--- config.mk ---
export PLATFORM = sky130hd
export DESIGN_NAME = ex_muldiv_unit
export DESIGN_NICKNAME = d
export VERILOG_FILES = /design/src/rtl/ex_muldiv_unit.sv
export SDC_FILE = /design/constraint.sdc
export NUM_CORES = 2
export LEC_CHECK = 0
export ABC_AREA = 1
export BUFFER_PORTS_ARGS = -buffer_cell sky130_fd_sc_hd__buf_2
export CORE_ASPECT_RATIO = 1.1
export CORE_MARGIN = 2
export CORE_UTILIZATION = 60
export DETAILED_ROUTE_END_ITERATION = 10
export GPL_ROUTABILITY_DRIVEN = 1
export GPL_TIMING_DRIVEN = 0
export PLACE_DENSITY = 0.8
export SKIP_LAST_GASP = 1
export SYNTH_ARGS = -nofsm -noshare
export SYNTH_HDL_FRONTEND = slang
export SYNTH_SLANG_ARGS = --single-unit
export TNS_END_PERCENT = 100
--- constraint.sdc ---
create_clock -name clk_i -period 9.1 [get_ports clk_i]
set_input_delay 1.82 -clock clk_i [delete_from_list [all_inputs] [get_ports clk_i]]
set_output_delay 1.82 -clock clk_i [all_outputs]
set_load 0.005 [all_outputs]
--- src/rtl/ex_muldiv_unit.sv ---
// ex_muldiv_unit
//   Multi-cycle multiply/divide unit for the EX stage. Owns the architectural
//   HI/LO registers. MULT/MULTU finish after MUL_LAT cycles. DIV/DIVU use a
//   restoring radix-2 divider on magnitudes, one quotient bit per cycle.
//   A zero divisor takes a one-cycle shortcut: LO = all ones, HI = dividend.
//
// Ports
//   clk_i, rst_i            clock (rising edge), async active-high reset
//   start_i, op_i           request and op (00 MULT, 01 MULTU, 10 DIV, 11 DIVU)
//   opa_i, opb_i            multiplicand/dividend, multiplier/divisor
//   flush_i                 abort the in-flight operation; no write, no done
//   hi_we_i/hi_wdata_i      MTHI write port
//   lo_we_i/lo_wdata_i      MTLO write port
//   busy_o                  operation in flight (EX stalls)
//   done_o                  one-cycle pulse; HI/LO already hold the result
//   hi_o, lo_o              HI/LO registers
module ex_muldiv_unit #(
  parameter int DATA_W  = 32,
  parameter int MUL_LAT = 3
) (
  input  logic              clk_i,
  input  logic              rst_i,
  input  logic              start_i,
  input  logic [1:0]        op_i,
  input  logic [DATA_W-1:0] opa_i,
  input  logic [DATA_W-1:0] opb_i,
  input  logic              flush_i,
  input  logic              hi_we_i,
  input  logic [DATA_W-1:0] hi_wdata_i,
  input  logic              lo_we_i,
  input  logic [DATA_W-1:0] lo_wdata_i,
  output logic              busy_o,
  output logic              done_o,
  output logic [DATA_W-1:0] hi_o,
  output logic [DATA_W-1:0] lo_o
);

  localparam int MAX_CNT = (DATA_W > MUL_LAT) ? DATA_W : MUL_LAT;
  localparam int CNT_W   = $clog2(MAX_CNT + 1);
  localparam logic [CNT_W-1:0] MUL_CNT_INIT = CNT_W'((MUL_LAT > 1) ? MUL_LAT - 2 : 0);
  localparam logic [CNT_W-1:0] DIV_CNT_INIT = CNT_W'(DATA_W - 1);

  typedef enum logic [1:0] {
    S_IDLE,
    S_MUL,
    S_DIV,
    S_DZ
  } state_t;

  state_t              state;
  logic [CNT_W-1:0]    cnt;
  logic                mul_signed_q;
  logic [DATA_W-1:0]   opa_q;
  logic [DATA_W-1:0]   opb_q;       // raw multiplier, or divisor magnitude
  logic [DATA_W-1:0]   rem_q;       // partial remainder (always < divisor)
  logic [DATA_W-1:0]   quo_q;       // dividend bits shift out, quotient bits shift in
  logic                quo_neg_q;
  logic                rem_neg_q;

  logic                in_idle;
  logic                is_sdiv;
  logic                a_sign;
  logic                b_sign;
  logic [DATA_W-1:0]   a_mag;
  logic [DATA_W-1:0]   b_mag;
  logic                mul_signed;
  logic [DATA_W-1:0]   mul_a;
  logic [DATA_W-1:0]   mul_b;
  logic [2*DATA_W-1:0] mul_ext_a;
  logic [2*DATA_W-1:0] mul_ext_b;
  logic [2*DATA_W-1:0] product;
  logic [DATA_W:0]     rem_shift;
  logic [DATA_W:0]     rem_trial;
  logic [DATA_W-1:0]   rem_nx;
  logic [DATA_W-1:0]   quo_nx;
  logic [DATA_W-1:0]   div_lo;
  logic [DATA_W-1:0]   div_hi;

  assign busy_o = (state != S_IDLE);

  always_comb begin
    in_idle = (state == S_IDLE);

    // Operand magnitudes for the divider, taken at start.
    is_sdiv = (op_i == 2'b10);
    a_sign  = is_sdiv & opa_i[DATA_W-1];
    b_sign  = is_sdiv & opb_i[DATA_W-1];
    a_mag   = a_sign ? -opa_i : opa_i;
    b_mag   = b_sign ? -opb_i : opb_i;

    // With MUL_LAT=1 the product is written on the start edge straight from
    // the inputs; otherwise it comes from the captured operands.
    mul_signed = in_idle ? ~op_i[0] : mul_signed_q;
    mul_a      = in_idle ? opa_i : opa_q;
    mul_b      = in_idle ? opb_i : opb_q;
    mul_ext_a  = mul_signed ? {{DATA_W{mul_a[DATA_W-1]}}, mul_a} : {{DATA_W{1'b0}}, mul_a};
    mul_ext_b  = mul_signed ? {{DATA_W{mul_b[DATA_W-1]}}, mul_b} : {{DATA_W{1'b0}}, mul_b};
    product    = mul_ext_a * mul_ext_b;

    // One restoring step; the borrow bit of the DATA_W+1 bit trial decides.
    rem_shift = {rem_q, quo_q[DATA_W-1]};
    rem_trial = rem_shift - {1'b0, opb_q};
    rem_nx    = rem_trial[DATA_W] ? rem_shift[DATA_W-1:0] : rem_trial[DATA_W-1:0];
    quo_nx    = {quo_q[DATA_W-2:0], ~rem_trial[DATA_W]};

    // The final step's result is sign-corrected and written on the same edge.
    div_lo = quo_neg_q ? -quo_nx : quo_nx;
    div_hi = rem_neg_q ? -rem_nx : rem_nx;
  end

  always_ff @(posedge clk_i or posedge rst_i) begin
    if (rst_i) begin
      state        <= S_IDLE;
      cnt          <= '0;
      mul_signed_q <= 1'b0;
      opa_q        <= '0;
      opb_q        <= '0;
      rem_q        <= '0;
      quo_q        <= '0;
      quo_neg_q    <= 1'b0;
      rem_neg_q    <= 1'b0;
      done_o       <= 1'b0;
      hi_o         <= '0;
      lo_o         <= '0;
    end else begin
      done_o <= 1'b0;

      // MTHI/MTLO; a completion write below on the same edge takes priority.
      if (hi_we_i) hi_o <= hi_wdata_i;
      if (lo_we_i) lo_o <= lo_wdata_i;

      case (state)
        S_IDLE: begin
          if (start_i && !flush_i) begin
            mul_signed_q <= ~op_i[0];
            opa_q        <= opa_i;
            opb_q        <= op_i[1] ? b_mag : opb_i;
            rem_q        <= '0;
            quo_q        <= a_mag;
            quo_neg_q    <= a_sign ^ b_sign;
            rem_neg_q    <= a_sign;
            if (!op_i[1]) begin
              if (MUL_LAT == 1) begin
                hi_o   <= product[2*DATA_W-1:DATA_W];
                lo_o   <= product[DATA_W-1:0];
                done_o <= 1'b1;
              end else begin
                state <= S_MUL;
                cnt   <= MUL_CNT_INIT;
              end
            end else if (opb_i == '0) begin
              state <= S_DZ;
            end else begin
              state <= S_DIV;
              cnt   <= DIV_CNT_INIT;
            end
          end
        end

        S_MUL: begin
          if (flush_i) begin
            state <= S_IDLE;
            cnt   <= '0;
          end else if (cnt == '0) begin
            hi_o   <= product[2*DATA_W-1:DATA_W];
            lo_o   <= product[DATA_W-1:0];
            done_o <= 1'b1;
            state  <= S_IDLE;
          end else begin
            cnt <= cnt - 1'b1;
          end
        end

        S_DIV: begin
          if (flush_i) begin
            state <= S_IDLE;
            cnt   <= '0;
          end else begin
            rem_q <= rem_nx;
            quo_q <= quo_nx;
            if (cnt == '0) begin
              hi_o   <= div_hi;
              lo_o   <= div_lo;
              done_o <= 1'b1;
              state  <= S_IDLE;
            end else begin
              cnt <= cnt - 1'b1;
            end
          end
        end

        S_DZ: begin
          if (!flush_i) begin
            hi_o   <= opa_q;
            lo_o   <= '1;
            done_o <= 1'b1;
          end
          state <= S_IDLE;
        end

        default: state <= S_IDLE;
      endcase
    end
  end

endmodule

; ---- After elaboration in Yosys (flattened, before gate mapping)
; Cells that the tools add are included.
[classes]
eq_ne = 9
n_mul = 1
n_addsub = 6
reduce_logical = 13
muxes = 47
bitwise_logic = 5
[op_table]
columns = operator, n
row1 = 32-bit two-way mux, 24
row2 = 32-bit case mux with 3 select lines, 2
row3 = 64-bit two-way mux, 2
row4 = 32-bit negation, 4
row5 = 32-bit case mux with 2 select lines, 2
row6 = 64-bit by 64-bit multiplier with 64-bit output, 1
row7 = 33-bit by 32-bit subtractor with 33-bit output, 1
row8 = 32-bit logical NOT, 1
row9 = 6-bit two-way mux, 5
row10 = 6-bit case mux with 2 select lines, 1
row11 = 2-bit two-way mux, 4
row12 = 2-bit == test (second input constant), 3
row13 = 6-bit logical NOT, 1
row14 = 3-bit != test (second input constant), 2
row15 = 2-bit case mux with 3 select lines, 1
row16 = 2-bit nonzero test, 3
row17 = 6-bit by 1-bit subtractor with 6-bit output (second input constant), 1
row18 = 1-bit two-way mux, 5
row19 = 2-bit AND reduction, 2
row20 = 4-bit AND reduction, 1
row21 = 3-bit by 1-bit != test with 1-bit output (second input constant), 1
row22 = 3-bit AND reduction, 1
row23 = 1-bit AND, 2
row24 = 2-bit by 1-bit == test with 1-bit output (second input constant), 1
row25 = other kinds (9), 10
[totals]
inputBits = 136
ff_bits = 204
output_inout_bits = 66

; ---- Depth between registers and ports, before layout
[depth]
depth_word = 7
depth_mapped = 50
depth_no_buf = 48

; ---- Worst setup path after synthesis
; No wires, ideal clock.
[synth_path]
kind = input to register
startpoint = input port opa_i[31]
endpoint = register hi_o[24]
setup_slack_ns = -1.304
cell_stages = 38
n_path_buf = 1
t_arrival_ns = 10.327
t_required_ns = 9.023
path_cell_list = inv_1 nand2_1 o21ai_0 nor2_2 inv_1 clkbuf_1 nor2_1 fa_1 inv_1 fa_1 inv_1 fa_1 inv_1 fa_1 inv_1 fa_1 fa_1 fa_1 [2 not listed] inv_1 fa_1 inv_1 ha_1 nand2_1 nor2_1 inv_1 nor2_1 nand2_1 nor3_1 nand2_1 o211ai_1 a21oi_1 o21ai_0 o211ai_1 nand2_1 nor2_1 a21oi_1
[synth_between]
elab_chain_cells = 6
[synth_lines]
columns = item, line
row1 = from (decl), 25  ; input logic [DATA_W-1:0] opa_i,
row2 = 32-bit two-way mux, 94  ; mul_a = in_idle ? opa_i : opa_q;
row3 = 64-bit two-way mux, 96  ; mul_ext_a = mul_signed ? {{DATA_W{mul_a[DATA_W-1]}}, mul_a} : {{DATA_W{1'b0}}, mul_a};
row4 = 64-bit by 64-bit multiplier with 64-bit output, 98  ; product = mul_ext_a * mul_ext_b;
row5 = 32-bit two-way mux, 164  ; end else if (cnt == '0) begin
row6 = 32-bit two-way mux, 161  ; if (flush_i) begin
row7 = 32-bit case mux with 3 select lines, 132  ; case (state)
row8 = to (signal assigned), 129  ; if (hi_we_i) hi_o <= hi_wdata_i;
row9 = to (signal assigned), 144  ; hi_o <= product[2*DATA_W-1:DATA_W];
row10 = to (signal assigned), 165  ; hi_o <= product[2*DATA_W-1:DATA_W];
row11 = to (decl), 34  ; output logic [DATA_W-1:0] hi_o,
; Every way passes these cells.
; A chain may end at the register's enable or synchronous reset.

; ---- Worst setup path after layout
[layout_path]
startpoint = input port opa_i[31]
endpoint = register hi_o[21]
; Same word-level chain as after synthesis.

==> impl_metrics.csv <==
group,metric,value,unit
yosys,ys_warn_count,0,
global_route,antenna_found_initial,32,
setup_path,setup.worst_path.start,"opa_i[31]",
clocking,cts.path.max_buffers,3,
finish,final.fill_count,7389,
routing,wl_per_cell,31.05,um
die,initial_core_util,60.63,%
placement,placed_cells_incl_taps,9619,
routing,drc,0,
timing,maxSlewHeadroom,-44.14,%
global_route,grt_use_total,54.41,%
timing,hold_slack,0.4908,ns
setup_path,worst_path_most_repeated_cell,"fa_1",
die,core_region_area,105900,sq um
clocking,cts_sinks,204,
routing,drt_iter0_drc,9030,
yosys,async_flop_share,100.0,%
finish,fin_area,79700,sq um
setup_path,r2r_end,"hi_o[12]$_DFF_PP0_",
setup_path,r2r_slack,-1.41,ns
timing,rsz0062_at_grt,"true",
setup_path,cpPeakStageDelay,0.62,ns
global_route,grt_pass1_wl,423900,um
status,violations,"max-capacitance violations, max-slew violations, negative setup slack",
yosys,synth_seq_area_share,7.953,%
timing,report.final.hold_viol_count,0,
routing,drt_wl_total,315500,um
setup_path,endpoint,"hi_o[21]$_DFF_PP0_",
routing,via_per_inst,6.410,
global_route,grt-ovfl-total,0,
global_route,use_met1,60.49,%
status,outcome,"complete, but fails checks",
setup_path,required,9.48,ns
finish,drive_gt1_share,23.84,%
routing,num_vias,65120,
global_route,grt_max_degree,115,
yosys,synth-seq-cells,204,
timing,fmax,94.10,MHz
setup_path,reg2reg_from,"state[1]$_DFFE_PP0P_",
min_path,hp-class,"reg -> reg",
placement,dp.final_hpwl,234100,um
setup_path,crit_slowest_cell,"fa_2",
die,fp.dieH,347.1,um
global_route,busiest_layer,"met2",
timing,finalSetupViolCount,51,
yosys,syn_nets,9917,
setup_path,crit_arrival,11.01,ns
setup_path,crit_path_end_kind,"flip-flop",
placement,port-buffer-count,199,
timing,period_needed,10.63,ns
global_route,met3_usage,22.16,%
timing,finClkSkew,0.03392,ns
clocking,cts_tree,"built",
clocking,cts_max_level,1,
timing,setup_tns,-50.95,ns
clocking,hold_buffers,0,
yosys,synth_flop_cell,"dfrtp_1",
run,cap_violations,5,
timing,report.final.slew_viol_count,45,
timing,period_share,116.8,%
global_route,grt_pass1_vias,64598,
yosys,syn_area,64190,sq um
yosys,syn_avg_cell_area,8.013,sq um
clocking,ctsRootBufferMaster,"clkbuf_16",
routing,dr.pass1.iters,10,
yosys,synthCells,8011,
timing,worst_slack,-1.527,ns
setup_path,path_max_fanout,10,
die,rows,125,
clocking,cts_inserted_buffers,23,
finish,layoutNonFillerInstCount,10159,
finish,num-nets-final,10631,
die,die_area,109600,sq um
setup_path,startpoint_type,"input port",
global_route,use_met2,79.06,%
timing,tightest_slew,2.162,ns
yosys,synth_edf_count,0,
finish,syn_to_final_growth,24.16,%
clocking,worstSkewPairLatency,0.58,ns
die,die_w,315.9,um
placement,gp_congestion,1.144,
clocking,clkTransAtPathRegs,0.07,ns
routing,ant_nets,0,
die,ios,202,
setup_path,reg2reg_depth,39,
setup_path,critPathKind,"in -> reg",
yosys,ys_types,71,
placement,placed_area,68180,sq um
worst min path at each step:
stage / slack (ns) / endpoint / from / cells after the start
6_report: 0.49 / opb_q[5]$_DFFE_PP0P_ / opb_q[5]$_DFFE_PP0P_ / 2
2_1_floorplan: 0.45 / cnt[5]$_DFFE_PP0P_ / cnt[5]$_DFFE_PP0P_ / 1
3_3_place_gp: 0.46 / cnt[5]$_DFFE_PP0P_ / cnt[5]$_DFFE_PP0P_ / 1
3_5_place_dp: 0.47 / opb_q[8]$_DFFE_PP0P_ / opb_q[8]$_DFFE_PP0P_ / 2
5_1_grt: 0.50 / cnt[5]$_DFFE_PP0P_ / cnt[5]$_DFFE_PP0P_ / 1
4_1_cts: 0.49 / cnt[5]$_DFFE_PP0P_ / cnt[5]$_DFFE_PP0P_ / 1
per-layer routing:
metal	wire, um	up-vias
met4	41910	40
met5	845	-
met1	94640	31316
met3	50780	2443
met2	127300	6047
li1	-	25274
Yosys cell counts, types with 24 or more instances:
cell type	count	area, sq um
xor2_1	68	595.6
nand2_1	1278	4797
a21oi_1	277	1386
nand4_1	41	256.5
dfrtp_1	204	5105
o21ai_1	55	275.3
nor2_1	970	3641
fa_1	1420	28430
o21ai_0	305	1526
mux2i_1	41	410.4
o221ai_1	36	315.3
o22ai_1	40	250.2
nor3_1	51	255.2
a22oi_1	24	180.2
clkinv_1	24	90.09
or2_2	43	269.0
inv_1	1992	7477
xnor2_1	53	464.2
o211ai_1	33	247.7
clkbuf_1	254	953.4
ha_1	350	4379
buf_1	32	120.1
a31oi_1	28	175.2
nand3_1	175	875.8
flip-flops by register name (all words and copies together), names as in the netlist:
name / count
quo_neg_q: 1
cnt: 6
hi_o: 32
state: 2
opb_q: 32
quo_q: 32
opa_q: 32
rem_q: 32
mul_signed_q: 1
rem_neg_q: 1
lo_o: 32
done_o: 1
area by class of cell:
class	count	area [sq um]	share of cell area, %
Buffer	294	2689	3.374
Clock buffer	31	655.6	0.8226
Sequential cell	204	5105	6.405
Multi-Input combinational cell	5477	55380	69.48
Clock inverter	8	107.6	0.1350
Timing Repair Buffer	691	5986	7.510
Antenna cell	23	57.56	0.07221
Inverter	2034	7974	10.00
Tap cell	1397	1748	2.193
worst max-delay path, delay by kind of cell:
family	cells	cell delay, ns
AOI/OAI and AO/OA	9	1.70
buffers and inverters	10	1.23
adders and majority gates	11	5.48
and+or+nand+nor	6	0.73
cells by family after synthesis:
logic type / Yosys count / synth area share [%]
compound gates: 902 / 8.124
xor+xnor: 121 / 1.651
fa+ha+maj: 1770 / 51.11
buf+inv: 2330 / 13.71
flops: 204 / 7.953
mux: 41 / 0.6393
simple gates: 2643 / 16.81
repair_timing:
action,4_1_cts,5_1_grt
setup endpoints to repair,56,52
buffers inserted,273,210
pin swaps,288,407
gates cloned,5,3
resized for setup,1132,770
layout by cell type (no fill, tap or decap), types with 23 or more instances in the layout:
| cell | synthesis | layout |
|---|---|---|
| inv_1 | 1992 | 1777 |
| fa_1 | 1420 | 1276 |
| nand2_1 | 1278 | 1162 |
| nor2_1 | 970 | 787 |
| buf_4 | 1 | 379 |
| ha_1 | 350 | 279 |
| o21ai_0 | 305 | 219 |
| dfrtp_1 | 204 | 204 |
| inv_2 | 18 | 184 |
| buf_2 | 5 | 184 |
| a21oi_1 | 277 | 177 |
| fa_2 | 0 | 144 |
| nand3_1 | 175 | 141 |
| nor2_4 | 3 | 107 |
| clkbuf_1 | 254 | 102 |
| buf_6 | 2 | 99 |
| nand2_2 | 22 | 98 |
| nor2_2 | 11 | 90 |
| buf_12 | 2 | 75 |
| ha_4 | 0 | 68 |
| a21oi_2 | 2 | 62 |
| o21ai_4 | 1 | 60 |
| xor2_1 | 68 | 60 |
| xnor2_1 | 53 | 51 |
| clkbuf_16 | 0 | 50 |
| o21ai_1 | 55 | 47 |
| nand2_4 | 5 | 44 |
| o21ai_2 | 9 | 44 |
| nor3_1 | 51 | 44 |
| nand4_1 | 41 | 41 |
| mux2i_1 | 41 | 41 |
| a21oi_4 | 1 | 41 |
| o22ai_1 | 40 | 40 |
| or2_2 | 43 | 37 |
| o221ai_1 | 36 | 35 |
| o211ai_1 | 33 | 33 |
| clkbuf_8 | 0 | 30 |
| clkbuf_4 | 0 | 28 |
| buf_8 | 0 | 27 |
| diode_2 | 0 | 23 |
metrics by stage:
stage | setup WS (ns) | utilization (%)
after floorplan | -0.6659 | -
after global placement | -4.262 | 64.17
after detailed placement | -3.728 | 64.39
after CTS | -1.029 | 71.36
after global routing | -1.575 | 75.23
final | -1.527 | 75.27
Power is left out: the tool's default activity adds up to more than one toggle a clock period on the data nets, which glitch-free logic cannot reach.
